`config.mk`:
```
export PLATFORM = sky130hd
export DESIGN_NAME = mux8_1_reg
export DESIGN_NICKNAME = d
export VERILOG_FILES = /design/src/rtl/mux8_1_reg.sv
export SDC_FILE = /design/constraint.sdc
export NUM_CORES = 1
export LEC_CHECK = 0
export ABC_AREA = 1
export CAP_MARGIN = 30
export CORE_ASPECT_RATIO = 0.5
export CORE_MARGIN = 2
export CORE_UTILIZATION = 33
export CTS_CLUSTER_DIAMETER = 50
export DETAILED_ROUTE_END_ITERATION = 10
export PLACE_DENSITY = 0.9
export SYNTH_ARGS = -nofsm -noshare
export SYNTH_HDL_FRONTEND = slang
export SYNTH_HIERARCHICAL = 1
export SYNTH_SLANG_ARGS = --single-unit
```
`constraint.sdc`:
```
create_clock -name clk -period 0.92 [get_ports clk]
set_input_delay 0.138 -clock clk [delete_from_list [all_inputs] [get_ports clk]]
set_output_delay 0.138 -clock clk [all_outputs]
set_load 0.005 [all_outputs]
```
`src/rtl/mux8_1_reg.sv`:
```
// Eight-way WIDTH-bit selector with a registered output, built as a tree of
// 2:1 cells: two 4:1 stages on {s1,s0} followed by a final 2:1 stage on s2.

module mux2_cell #(
    parameter int WIDTH = 8
) (
    input  logic [WIDTH-1:0] a,
    input  logic [WIDTH-1:0] b,
    input  logic             sel,
    output logic [WIDTH-1:0] y
);

    // The conditional operator passes only the selected word, so an
    // unknown value on the other leg cannot leak through.
    assign y = sel ? b : a;

endmodule

module mux4_cell #(
    parameter int WIDTH = 8
) (
    input  logic [WIDTH-1:0] a,
    input  logic [WIDTH-1:0] b,
    input  logic [WIDTH-1:0] c,
    input  logic [WIDTH-1:0] d,
    input  logic             s0,
    input  logic             s1,
    output logic [WIDTH-1:0] y
);

    logic [WIDTH-1:0] ab;
    logic [WIDTH-1:0] cd;

    mux2_cell #(.WIDTH(WIDTH)) u_ab (.a(a),  .b(b),  .sel(s0), .y(ab));
    mux2_cell #(.WIDTH(WIDTH)) u_cd (.a(c),  .b(d),  .sel(s0), .y(cd));
    mux2_cell #(.WIDTH(WIDTH)) u_y  (.a(ab), .b(cd), .sel(s1), .y(y));

endmodule

module mux8_1_reg #(
    parameter int WIDTH = 8
) (
    input  logic             clk,
    input  logic             rst,
    input  logic [WIDTH-1:0] a,
    input  logic [WIDTH-1:0] b,
    input  logic [WIDTH-1:0] c,
    input  logic [WIDTH-1:0] d,
    input  logic [WIDTH-1:0] e,
    input  logic [WIDTH-1:0] f,
    input  logic [WIDTH-1:0] g,
    input  logic [WIDTH-1:0] h,
    input  logic             s0,
    input  logic             s1,
    input  logic             s2,
    output logic [WIDTH-1:0] y
);

    logic [WIDTH-1:0] lo;
    logic [WIDTH-1:0] hi;
    logic [WIDTH-1:0] next_y;

    mux4_cell #(.WIDTH(WIDTH)) u_lo (
        .a(a), .b(b), .c(c), .d(d), .s0(s0), .s1(s1), .y(lo)
    );

    mux4_cell #(.WIDTH(WIDTH)) u_hi (
        .a(e), .b(f), .c(g), .d(h), .s0(s0), .s1(s1), .y(hi)
    );

    mux2_cell #(.WIDTH(WIDTH)) u_final (
        .a(lo), .b(hi), .sel(s2), .y(next_y)
    );

    // Reset wins over capture so a mid-stream pulse clears y on that edge.
    always_ff @(posedge clk) begin
        if (rst) begin
            y <= '0;
        end else begin
            y <= next_y;
        end
    end

endmodule

```
=== Yosys cells after proc, flatten, opt, wreduce, memory -nomap -nowiden ===
Index checks and enable logic that the tools add are counted.

* Mux-type cells: 7

{| class="wikitable"
|+ Operators with widths
! operator !! number
|-
| 8-bit two-way mux || 7
|}

* Register bits: 8
* Input bits: 69
* Output and inout bits: 8
* Word-level logic and storage cells: 8

=== Depth between registers and ports, before layout ===
* Depth in word-level cells: 3
* Mapped depth: 10

=== Modules after synthesis ===
The synthesis kept the hierarchy.

{| class="wikitable"
|+ By module, submodules not included
! module !! times used !! cells an instance !! area each (um2)
|-
| mux2_cell || 7 || 26 || 105.1
|-
| mux8_1_reg || 1 || 25 || 231.5
|}

=== Worst setup path before layout ===
Ideal clock, no wire load.

* Path kind: input to register
* Start: in s0
* End: reg y[0]
* Setup time: 0.064 ns
* Data arrival time: 0.716 ns
* Data required time: 0.856 ns
* Slack: 0.140 ns
* Cell stages on the path: 10
* Path through: buf_6 -> inv_2 -> nand2_1 -> nand2_1 -> nand2_1 -> nand2_1 -> nand2_1 -> nand2_1 -> inv_1 -> nor2_1

* Word-level cells in the longest chain between the ends: 3

{| class="wikitable"
|+ Ends and longest elaborated chain
! element !! line !! text
|-
| start, declared || 53 || <nowiki>input logic s0,</nowiki>
|-
| 8-bit two-way mux || 15 || <nowiki>assign y = sel ? b : a;</nowiki>
|-
| named net u_hi.cd[0] || 32 || <nowiki>logic [WIDTH-1:0] cd;</nowiki>
|-
| 8-bit two-way mux || 15 ||
|-
| named net hi[0] || 60 || <nowiki>logic [WIDTH-1:0] hi;</nowiki>
|-
| 8-bit two-way mux || 15 ||
|-
| named net next_y[0] || 61 || <nowiki>logic [WIDTH-1:0] next_y;</nowiki>
|-
| end signal, assigned || 80 || <nowiki>y <= next_y;</nowiki>
|-
| end, declared || 56 || <nowiki>output logic [WIDTH-1:0] y</nowiki>
|}

The timed path passes the listed nets, and every way through them passes these cells.
A chain may end at the register's enable or synchronous reset.

=== Worst setup path after layout ===
* Start: in s0
* End: reg y[5]

* Word-level cells in the longest chain between the ends: 3

{| class="wikitable"
|+ Ends and longest elaborated chain
! element !! line !! text
|-
| 8-bit two-way mux || 15 ||
|-
| named net u_lo.ab[5] || 31 || <nowiki>logic [WIDTH-1:0] ab;</nowiki>
|-
| 8-bit two-way mux || 15 ||
|-
| named net lo[5] || 59 || <nowiki>logic [WIDTH-1:0] lo;</nowiki>
|-
| 8-bit two-way mux || 15 ||
|-
| named net next_y[5] || 61 ||
|}

The timed path passes the listed nets, and every way through them passes these cells.

==> metrics.md <==
| Metric | Value |
|---|---|
| Outcome | `finished with violations` |
| Failing checks | `negative setup slack` |
| RSZ-0062 raised after global routing | `true` |
| Logic pwr share | `0.498` |
| CP Max Fanout | `8` |
| LEAKAGE | `0.00163 uW` |
| Top Registers | `y: 8 flops` |
| CP cell instances | `buf_6, buf_12, inv_4, nand2_1, nand2_1, nand2_1, nand2_1, nand2_1, nand2_1, inv_1, nor2_1` |
| Most flops, register | `y` |
| Post-synth cell types | `6` |
| Clk buf depth | `2` |
| Most frequent cells in the layout | `153 x nand2_1, 63 x dlymetal6s2s_1, 14 x nand2_2` |
| Clock share of power | `0.263` |
| Die Width | `80.6 um` |
| Req. time, crit path | `1.08 ns` |
| Total grt overflow | `0` |
| Placed inst area | `1750 um2` |
| First-pass GRT wire length | `approximately 6.6 mm` |
| Cell family with most CP delay | `simple AND/OR/NAND/NOR gates` |
| Switching share of power | `0.330` |
| 1st-pass router iterations | `4` |
| Internal Power | `~1100 uW` |
| Num CTS Buffers | `3` |
| P_sw | `528 uW` |
| Crit path from | `s0` |
| Setup crit end kind | `flop` |
| Synthesized instance count | `207` |
| Root Buffer | `clkbuf_8` |
| Crit-path max cell delay | `~0.15 ns` |
| Port bufs | `76` |
| Clock-pin transition on the worst setup and hold timing paths | `0.05 ns` |
| Residual DRC | `0` |
| Routed vias/inst | `5.22` |
| Flops & latches, synth | `8` |
| Crit-path slowest cell | `buf_12` |
| Critical Path Sink | `y[5]` |
| Reg power frac | `0.239` |
| Final critical-path required period | `0.967 ns` |
| Clock sink total | `8` |
| Sequential fraction of the synthesis area | `0.166` |
| Mapped Nets | `276` |
| CP most frequent cell | `nand2_1` |
| Cell area after synthesis | `967 um2` |
| Routed via count | `around 1700` |
| CP Class | `primary input to flop` |
| Worst-Margin Slew | `0.270 ns` |
| Hold Path Origin | `b[6]` |
| Initial antenna violation count | `0` |
| GP Congestion | `0.874` |
| N_diodes | `0` |
| Initial detailed-routing violation count | `205` |
| FMAX | `1030 MHz` |
| Hold Worst Slack | `around 0.44 ns` |
| Routed Antenna Nets | `0` |
| Worst endpoint data arrival time | `1.12 ns` |
| Count of final setup violators | `4` |
| Syn avg cell area | `about 4.7 um2` |
| Die ar. | `~3400 um2` |
| PwrDens | `770 nW/um2` |
| Final Cell Area | `2070 um2` |
| Fin. max-slew vios | `0` |
| Max VDD drop | `approximately 0.55 mV` |
| Area growth, synth to finish | `114%` |
| Initial Util | `0.360` |
| Io pins | `77` |
| Final worst path period share | `1.05` |
| PnR worst setup slack | `-0.0474 ns` |
| CTS Hold Buffers Added | `0` |
| HPWL after detailed placement | `2.97 mm` |
| Area of the core | `2680 um2` |
| Buffers & Inverters on Critical Path | `4` |
| Most common cell after layout, fill and taps aside | `nand2_1` |
| Routed len/inst | `16.0 um` |
| Cell depth of the worst setup path | `11` |
| Final Hold Fails | `0` |
| Warnings, synthesis | `6` |
| NumNets Final | `358` |
| Max FFs per register | `8` |
| Worst slew margin | `0.819` |
| Total track usage | `0.248` |
| Critical Path Start Type | `primary input` |
| Fillers | `180` |
| Largest net degree at the start of global routing | `16` |
| Vias in the first global route | `1520` |
| Post-route setup TNS | `-0.0870 ns` |
| H-tree lvl count | `1` |
| Total Wirelength | `5.18 mm` |
| Tightest Hold Check Type | `primary input to flop` |
| Share of cells above drive strength 1 | `0.125` |
| CTS tree | `built` |
| Max-Cap Viols | `0` |
| Rows | `13` |
| Total Power | `1600 uW` |
| Setup Fix Bufs, Post-CTS | `0` |
| Die H | `42.3 um` |
cells in the mapped netlist, drive strengths merged:
library cell / instances / area [um2]
buf: 8 / 90.1
dfxtp: 8 / 160
inv: 15 / 56.3
nand2: 168 / 631
nor2: 8 / 30.0
power groups by stage:
stage / Sequential, uW / Combinational [uW] / Clock (uW)
2_1_floorplan: 391 / 306 / 0
3_3_place_gp: 387 / 695 / 0
3_5_place_dp: 388 / 710 / 0
4_1_cts: 381 / 736 / 423
5_1_grt: 384 / 848 / 453
6_report: 381 / 796 / 420
metal layers:
metal,global-route usage,vias up,share of wire
met5,0,-,0
met4,0.112,0,0.061
met3,0.0474,35,0.10
met2,0.467,128,0.47
met1,0.270,763,0.37
li1,-,765,-
layout make-up:
type                       count  area (um2)  area share
clock buffer                   3        41.3      0.0199
inverter                      15        73.8      0.0356
multi-input combinational    176         703       0.339
sequential                     8         160      0.0772
tap                           37        46.3      0.0223
timing repair buffer          85        1050       0.506
per-stage QoR:
stage / util / std cells / setup WS, ns
3_5_place_dp: 0.651 / 317 / -0.624
4_1_cts: 0.690 / 323 / -0.0109
3_3_place_gp: 0.651 / 317 / -0.564
6_report: 0.773 / 324 / -0.0474
5_1_grt: 0.773 / 324 / -0.0857
2_1_floorplan: - / 207 / 0.140
how the worst min path moves through the flow:
stage,cells past startpoint,slack [ns],endpoint
2_1_floorplan,2,0.32,y[0]
3_3_place_gp,1,0.84,y[6]
3_5_place_dp,1,0.84,y[7]
4_1_cts,5,0.45,y[0]
5_1_grt,5,0.50,y[7]
6_report,9,0.44,y[6]
cell families after synthesis:
family / share of synthesized area
and+or+nand+nor: 0.683
buffers and inverters: 0.151
DFF: 0.166
what timing repair did:
item,CTS,global route
endpoints found under the setup margin,16,11
pin swaps,1,123
resized for setup,18,95
gates cloned,3,1
No activity file was read; power rests on OpenSTA's default activity.
